### config.mk
export PLATFORM = sky130hd
export DESIGN_NAME = uart_tx_fifo
export DESIGN_NICKNAME = d
export VERILOG_FILES = /design/src/rtl/uart_tx_fifo.sv
export SDC_FILE = /design/constraint.sdc
export NUM_CORES = 1
export LEC_CHECK = 0
export BUFFER_PORTS_ARGS = -buffer_cell sky130_fd_sc_hd__buf_2
export CAP_MARGIN = 20
export CORE_UTILIZATION = 40
export DETAILED_ROUTE_END_ITERATION = 10
export GPL_TIMING_DRIVEN = 0
export HOLD_SLACK_MARGIN = 0.03
export MAX_ROUTING_LAYER = met4
export PLACE_DENSITY = 0.54
export SLEW_MARGIN = 20
export SYNTH_ARGS = -nofsm -noshare
export SYNTH_HDL_FRONTEND = slang
export SYNTH_SLANG_ARGS = --single-unit
### constraint.sdc
create_clock -name clk_i -period 2.2 [get_ports clk_i]
set_clock_uncertainty 0.05 [all_clocks]
set_input_delay 0.11 -clock clk_i [delete_from_list [all_inputs] [get_ports clk_i]]
set_output_delay 0.11 -clock clk_i [all_outputs]
set_load 0.05 [all_outputs]
### src/rtl/uart_tx_fifo.sv
// Transmit FIFO feeding uart_tx: buffers host bytes and issues one data_en strobe per frame.
// Optional sticky overflow flag enabled by defining UART_TX_FIFO_OVERFLOW_EN.
module uart_tx_fifo #(
  parameter int data_width_g = 8,
  parameter int depth_g      = 16
) (
  input  logic                        clk_i,
  input  logic                        rst_asy_n_i,
  input  logic                        rst_syn_i,
  input  logic [data_width_g-1:0]     wr_data_i,
  input  logic                        wr_en_i,
  output logic                        full_o,
  output logic                        empty_o,
  output logic [$clog2(depth_g):0]    level_o,
  output logic                        overflow_o,
  output logic [data_width_g-1:0]     tx_data_o,
  output logic                        tx_en_o,
  input  logic                        tx_busy_i,
  input  logic                        tx_done_i
);

  localparam int AW = $clog2(depth_g);
  localparam logic [AW:0] DepthLvl = depth_g[AW:0];

  typedef enum logic [1:0] {
    ST_IDLE,
    ST_LOAD,
    ST_WAIT_START,
    ST_WAIT_END
  } state_t;

  state_t                  state_q, state_d;
  logic [data_width_g-1:0] mem_q [depth_g];
  logic [AW-1:0]           wr_ptr_q, rd_ptr_q;
  logic [AW:0]             level_q, level_d;
  logic                    full_q, empty_q;
  logic [data_width_g-1:0] tx_data_q;
  logic                    push, pop, load;
  logic                    unused_done;

  // Completion is inferred from busy falling; done is observed only.
  assign unused_done = tx_done_i;

  assign push = wr_en_i && !full_q;
  assign pop  = (state_q == ST_LOAD);
  assign load = (state_q == ST_IDLE) && !empty_q && !tx_busy_i;

  always_comb begin
    state_d = state_q;
    case (state_q)
      ST_IDLE:       if (load) state_d = ST_LOAD;
      ST_LOAD:       state_d = ST_WAIT_START;
      ST_WAIT_START: if (tx_busy_i) state_d = ST_WAIT_END;
      ST_WAIT_END:   if (!tx_busy_i) state_d = ST_IDLE;
      default:       state_d = ST_IDLE;
    endcase
  end

  always_comb begin
    level_d = level_q;
    if (push && !pop) begin
      level_d = level_q + 1'b1;
    end else if (!push && pop) begin
      level_d = level_q - 1'b1;
    end
  end

  // Storage has no reset so it maps onto block RAM; pointers define validity.
  always_ff @(posedge clk_i) begin
    if (push) begin
      mem_q[wr_ptr_q] <= wr_data_i;
    end
  end

  always_ff @(posedge clk_i or negedge rst_asy_n_i) begin
    if (!rst_asy_n_i) begin
      state_q   <= ST_IDLE;
      wr_ptr_q  <= '0;
      rd_ptr_q  <= '0;
      level_q   <= '0;
      full_q    <= 1'b0;
      empty_q   <= 1'b1;
      tx_data_q <= '0;
    end else if (rst_syn_i) begin
      state_q   <= ST_IDLE;
      wr_ptr_q  <= '0;
      rd_ptr_q  <= '0;
      level_q   <= '0;
      full_q    <= 1'b0;
      empty_q   <= 1'b1;
      tx_data_q <= '0;
    end else begin
      state_q <= state_d;
      level_q <= level_d;
      full_q  <= (level_d == DepthLvl);
      empty_q <= (level_d == '0);
      if (push) begin
        wr_ptr_q <= wr_ptr_q + 1'b1;
      end
      if (pop) begin
        rd_ptr_q <= rd_ptr_q + 1'b1;
      end
      if (load) begin
        tx_data_q <= mem_q[rd_ptr_q];
      end
    end
  end

`ifdef UART_TX_FIFO_OVERFLOW_EN
  logic overflow_q;

  always_ff @(posedge clk_i or negedge rst_asy_n_i) begin
    if (!rst_asy_n_i) begin
      overflow_q <= 1'b0;
    end else if (rst_syn_i) begin
      overflow_q <= 1'b0;
    end else if (wr_en_i && full_q) begin
      overflow_q <= 1'b1;
    end
  end

  assign overflow_o = overflow_q;
`else
  assign overflow_o = 1'b0;
`endif

  assign full_o    = full_q;
  assign empty_o   = empty_q;
  assign level_o   = level_q;
  assign tx_data_o = tx_data_q;
  assign tx_en_o   = (state_q == ST_LOAD);

endmodule

### Yosys cells after proc, flatten, opt, wreduce, memory -nomap -nowiden

Memory sizes are Yosys's and may differ from the RTL's.
Index checks and enable logic that the tools add are counted.

| storage, ports and cells | value |
|---|---|
| RAM bits | 128 |
| output and inout port bits | 17 |
| register bits | 25 |
| ROM bits | 0 |
| bits in latches | 0 |
| input port bits | 14 |
| word-level logic and storage cells | 53 |
| memories kept | 1 |

Memory list:

| memory | words | width | rd ports | clocked after memory_dff | wr ports | line | RTL |
|---|---|---|---|---|---|---|---|
| mem_q | 16 | 8 | 1 | 0 | 1 | 33 | `logic [data_width_g-1:0] mem_q [depth_g];` |

| cells by class | value |
|---|---|
| bitwise operators | 0 |
| shifts and indexed selects | 0 |
| magnitude comparators | 0 |
| div/mod/pow operators | 0 |
| eq/ne operators | 7 |
| reductions and logical operators | 16 |
| multiplexer cells | 18 |
| $mul | 0 |
| add/sub/neg operators | 4 |

Operators by type and width:

| operator | count |
|---|---|
| $mux 4 | 4 |
| $mux 8 | 2 |
| $mux 5 | 3 |
| $ne 3x3->1 const B | 3 |
| $add 4x1->4 const B | 2 |
| $mux 2 | 4 |
| $pmux 2 s4 | 1 |
| $reduce_bool 2->1 | 3 |
| $add 5x1->5 const B | 1 |
| $eq 5x5->1 const B | 1 |
| $logic_and 1x1->1 | 5 |
| $logic_not 1->1 | 5 |
| $logic_not 5->1 | 1 |
| $sub 5x1->5 const B | 1 |
| $eq 2x2->1 const B | 2 |
| $mux 1 | 4 |
| $reduce_and 3->1 | 1 |
| $eq 2x1->1 const B | 1 |
| $logic_not 2->1 | 1 |

### Logic depth before layout (Yosys ltp)

| logic depth | value |
|---|---|
| depth in word-level cells | 8 |
| gate-level depth with buffers | 7 |
| depth with buffers taken out | 7 |

### Least setup slack after synthesis

Ideal clock, no wire load.

| timing | value |
|---|---|
| path type | register -> register |
| start | reg state_q[1] |
| end | reg full_q, in the netlist full_o |
| data required time | 2.045 ns |
| arrival time | 1.955 ns |
| slack | 0.090 ns |
| period minus slack after synthesis | 2.110 ns |
| path buffers | 1 |
| library setup time | 0.105 ns |
| stages on the path, launching flop included | 8 |
| cell sequence | dfrtp_1 inv_1 ha_1 buf_2 a31oi_1 xor2_1 nand2_1 nor4b_1 |

| between the ends | value |
|---|---|
| longest elaborated chain between the ends | 6 |
| elaborated cells on any way between the ends | 8 |
| classes of those cells | eq/ne (2); mux (3); reduce/logical (3) |

RTL lines:

| what | line | RTL |
|---|---|---|
| start: declaration | 32 | `state_t state_q, state_d;` |
| start signal: assignment | 93 | `state_q <= state_d;` |
| $eq 2x1->1 * | - |  |
| named net tx_en_o | 17 | `output logic tx_en_o,` |
| $logic_and 1x1->1 or $logic_not 1->1 (tied branches) | 63, 61 |  |
| $mux 5 or $logic_and 1x1->1 (tied branches) | 63, 61 |  |
| $mux 5 * | 61 | `if (push && !pop) begin` |
| $eq 5x5->1 * | 95 | `full_q <= (level_d == DepthLvl);` |
| $mux 1 * | 84 | `end else if (rst_syn_i) begin` |
| end signal: assignment | 95 |  |
| end: declaration | 36 | `logic full_q, empty_q;` |

The timed path passes the listed nets; every way through them passes the cells marked *.
A chain may end at the register's enable or synchronous reset.

### Final worst setup path

| timing | value |
|---|---|
| start | reg rd_ptr_q[0] |
| end | reg tx_data_q[6], in the netlist tx_data_o[6] |

| between the ends | value |
|---|---|
| longest elaborated chain between the ends | 3 |

RTL lines:

| what | line | RTL |
|---|---|---|
| start: declaration | 34 | `logic [AW-1:0] wr_ptr_q, rd_ptr_q;` |
| start signal: assignment | 101 | `rd_ptr_q <= rd_ptr_q + 1'b1;` |
| $mem_v2 16x8 | - |  |
| $mux 8 | 103 | `if (load) begin` |
| $mux 8 | 84 |  |
| end signal: assignment | 104 | `tx_data_q <= mem_q[rd_ptr_q];` |
| end: declaration | 37 | `logic [data_width_g-1:0] tx_data_q;` |

Every way passes these cells. The select of a mux whose other input is x is not followed.

==> metrics.log <==
INFO  metric period_needed = 2.03 ns
INFO  metric coreArea = 15,300 sq um
INFO  metric finalCritPeriodShare = just over 90%
INFO  metric initial_core_utilization = about two fifths
INFO  metric detail_route.iter0.violations = 275
INFO  metric routed_wire_length_per_instance = slightly above 20 um
INFO  metric gp_congestion = between 0.7 and 0.8
INFO  metric syn-instance-count = 349
INFO  metric internal-power = between 5000 and 6000 uW
INFO  metric yosysWarningCount = 0
INFO  metric groute.layer.met1.usage = 22.9%
INFO  metric grt-busiest-layer = met2
INFO  metric finalPower = 7570 uW
INFO  metric vdd.ir_drop.worst = between 0.0005 and 0.0006 V
INFO  metric outcome = finished clean
INFO  metric synth_enable_flop_cells = 128
INFO  metric drive_above_1_share = 24.0%
INFO  metric hold_depth = 1
INFO  metric power.combinational.fraction = 20.0%
INFO  metric final_nets = about 430
INFO  metric grt_pass1_wl = ~20 mm
INFO  metric worst_ep_arrival_time = about 2.3 ns
INFO  metric critical_path.slowest_cell = sky130_fd_sc_hd__mux2_2
INFO  metric ys_ff_latch = 153
INFO  metric max_slew.worst_pin.slew = roughly 0.80 ns
INFO  metric clkSlewWorstSetupHoldPaths = approximately 0.060 ns
INFO  metric clock.fmax = approximately 490 MHz
INFO  metric insertion_delay = ~0.42 ns
INFO  metric clock-sinks = roughly 150
INFO  metric syn2layout_area_growth = 16.0%
INFO  metric cts_buffer_depth = 2
INFO  metric synth.avg_cell_area = roughly 18 sq um
INFO  metric global_route.usage.total = about 17%
INFO  metric synth-seq-area-share = between 70% and 80%
INFO  metric setup_slack = around 0.17 ns
INFO  metric worst-path-max-fanout = 10
INFO  metric buffer_ports.inserted = 28
INFO  metric timing.reg2reg.worst_path_depth = 6
INFO  metric grt_antenna_before_repair = 0
INFO  metric timing.critical_path.cells = buf_2, buf_4, buf_6, mux2_2, a22oi_1, o21ai_0
INFO  metric netlist_area = between 6000 and 7000 sq um
INFO  metric max_cap_viol_count = 0
INFO  metric drc_errors = 0
INFO  metric cts-buffers-inserted = 17
INFO  metric num_io_pins = 31
INFO  metric synthesis.nets = between 300 and 400
INFO  metric drt-total-wl = ~13 mm
INFO  metric antenna-diode-count = 0
INFO  metric h_tree_depth = 4
INFO  metric grt_pass1_vias = between 3,000 and 4,000
INFO  metric worst-endpoint-required = 2.45 ns
INFO  metric seqCellArea = about 4500 sq um
INFO  metric grt_setup_unrepaired = true
INFO  metric yosysUniqueCellTypes = 39
INFO  metric floorplan.die.width = 128 um
INFO  metric ff2ff_setup_slack = about 0.17 ns
INFO  metric post-cts-setup-buffer-count = 0
INFO  metric max_stage_delay = ~0.38 ns
INFO  metric synth-async-reset-ratio = roughly 16%
INFO  metric power.sequential.fraction = ~45%
INFO  metric final-hold-violation-count = 0
INFO  metric netlist.top_cell.by_area = sky130_fd_sc_hd__edfxtp_1
INFO  metric switching_share = 27.9%
INFO  metric end_kind = register
INFO  metric p_clk_share = roughly a third
INFO  metric timing.setup.critical_path_class = register to register
INFO  metric layout.cells.most_common = sky130_fd_sc_hd__edfxtp_1
INFO  metric tritoncts_clock_tree = yes
INFO  metric viasPerCell = 5.12
INFO  metric detail-route-antenna-nets = 0
INFO  metric dominantRegCellSynth = sky130_fd_sc_hd__edfxtp_1
INFO  metric layout.core_utilization = between 40% and 50%
INFO  metric placement.setup.worst_slack = -0.141 ns
INFO  metric p_leak = approximately 0.0026 uW
INFO  metric route.vias.total = 3,197
INFO  metric min-delay-path-class = input port to register
INFO  metric cp-start-kind = register
INFO  metric relative_slew_slack = between 40% and 50%
INFO  metric final-max-slew-violation-count = 0
INFO  metric clock-root-buffer = sky130_fd_sc_hd__clkbuf_16
INFO  metric grt_util_met3 = under 10%
INFO  metric synth_top_area_share = between 60% and 70%
INFO  metric die_area = between 15,000 and 20,000 sq um
INFO  metric area_of_the_multi_input_gates = between 1500 and 2000 sq um
INFO  metric grt.overflow.total = 0
INFO  metric grt_max_degree = 26
INFO  metric drt_pass1_iterations = 4
INFO  metric core.rowCount = 45
INFO  metric die_h = between 100 and 150 um
INFO  metric layout.cells.most_common_list = 128 x sky130_fd_sc_hd__edfxtp_1, 30 x sky130_fd_sc_hd__buf_2, 24 x sky130_fd_sc_hd__dfrtp_1
INFO  metric power_per_cell_area = between 1000 and 1500 nW/um^2
INFO  metric yosys-top-cells-area = sky130_fd_sc_hd__edfxtp_1 61%, sky130_fd_sc_hd__dfrtp_1 9.5%, sky130_fd_sc_hd__mux4_1 7.5%
INFO  metric met2_demand_to_capacity_share_in_global_routing = 26.6%
INFO  metric setup_viol = 0
INFO  metric layout_filler_cell_count = approximately 1,400
INFO  metric hpwl_after_detailed_placement = 8.31 mm
INFO  metric p_sw = around 2100 uW
-- worst max-delay path: cells and delay by family, from the launching register on --
kind,cells,cell delay (ns)
multiplexers,1,0.38
buffers and inverters,3,0.80
flip-flops,1,0.36
AO/OA/AOI/OAI,2,0.30
-- power groups by stage --
| stage | clock network [uW] | registers, uW | logic (uW) |
|---|---|---|---|
| global placement | 0 | 3450 | 1500 |
| finish | 2660 | 3400 | 1520 |
| floorplan | 0 | 3670 | 908 |
| detailed placement | 0 | 3460 | 1520 |
| global route | 2820 | 3420 | 1640 |
| CTS | 2690 | 3400 | 1530 |
-- metrics by stage --
stage	area, sq um	instances	setup TNS (ns)	hold slack (ns)
6_report	7350	624	0	0.0524
3_5_place_dp	6740	588	-1.01	0.104
3_3_place_gp	6740	588	-1.09	0.0961
4_1_cts	7340	625	0	0.0374
5_1_grt	7350	624	-0.000927	0.0406
2_1_floorplan	6340	349	0	-0.236
-- layout make-up --
type / instances / area share (%)
Clock inverter: 9 / 1.04
Multi-Input combinational cell: 174 / 23.9
Buffer: 14 / 1.48
Timing Repair Buffer: 33 / 2.59
Tap cell: 211 / 3.59
Sequential cell: 153 / 60.8
Clock buffer: 23 / 6.23
Inverter: 7 / 0.357
-- state kept, by name (all words and copies together), names as in the netlist --
name       cells
rd_ptr_q       4
wr_ptr_q       4
state_q        2
mem_q        128
tx_data_o      8
full_o         1
level_o        5
empty_o        1
-- final timing paths --
kind	startpoint	endpoint
setup / recovery	rd_ptr_q[0]	tx_data_o[6]
hold / removal	wr_data_i[3]	mem_q[9][3]
setup reg to reg	rd_ptr_q[0]	tx_data_o[6]
hold reg to reg	tx_data_o[0]	tx_data_o[0]
max in group asynchronous	rst_asy_n_i	wr_ptr_q[1]
min in group asynchronous	rst_asy_n_i	state_q[1]
-- synth_stat cells, types with 3 or more instances --
master and number:
sky130_fd_sc_hd__xor2_1 6, sky130_fd_sc_hd__dfrtp_1 24, sky130_fd_sc_hd__buf_2 3, sky130_fd_sc_hd__clkbuf_1 5, sky130_fd_sc_hd__mux4_1 18, sky130_fd_sc_hd__nor2b_1 3
sky130_fd_sc_hd__nand2_1 11, sky130_fd_sc_hd__a21oi_1 6, sky130_fd_sc_hd__mux2_2 8, sky130_fd_sc_hd__o21ai_0 10, sky130_fd_sc_hd__ha_1 11, sky130_fd_sc_hd__nor3b_1 4
sky130_fd_sc_hd__and2_1 16, sky130_fd_sc_hd__nor2_1 23, sky130_fd_sc_hd__buf_6 3, sky130_fd_sc_hd__nor3_1 5, sky130_fd_sc_hd__mux4_2 14, sky130_fd_sc_hd__mux2i_1 3
sky130_fd_sc_hd__xnor2_1 4, sky130_fd_sc_hd__a22oi_1 8, sky130_fd_sc_hd__o21ai_1 7, sky130_fd_sc_hd__edfxtp_1 128, sky130_fd_sc_hd__inv_1 7
-- kinds of logic after synthesis --
group,Yosys count,synth area share [%]
AND/OR/NAND/NOR,71,5.80
other,1,0.0591
XOR/XNOR,10,1.38
multiplexers,43,14.3
adder cells (fa/ha/maj),11,2.17
buffers and inverters,22,2.09
flip-flops,153,70.5
AO/OA/AOI/OAI,38,3.65
-- metal layers --
metal  wire length (um)  part of all wire [%]
met3                418                   3.3
met1               6050                    48
met5                  0                     0
met4                123                  0.98
met2               6020                    48
-- timing repair --
action	CTS	global route
cloned	0	0
resized for setup	5	12
hold endpoints to repair	76	0
hold buffers	5	0
endpoints found under the setup margin	32	70
(Power assumes the default switching activity.)
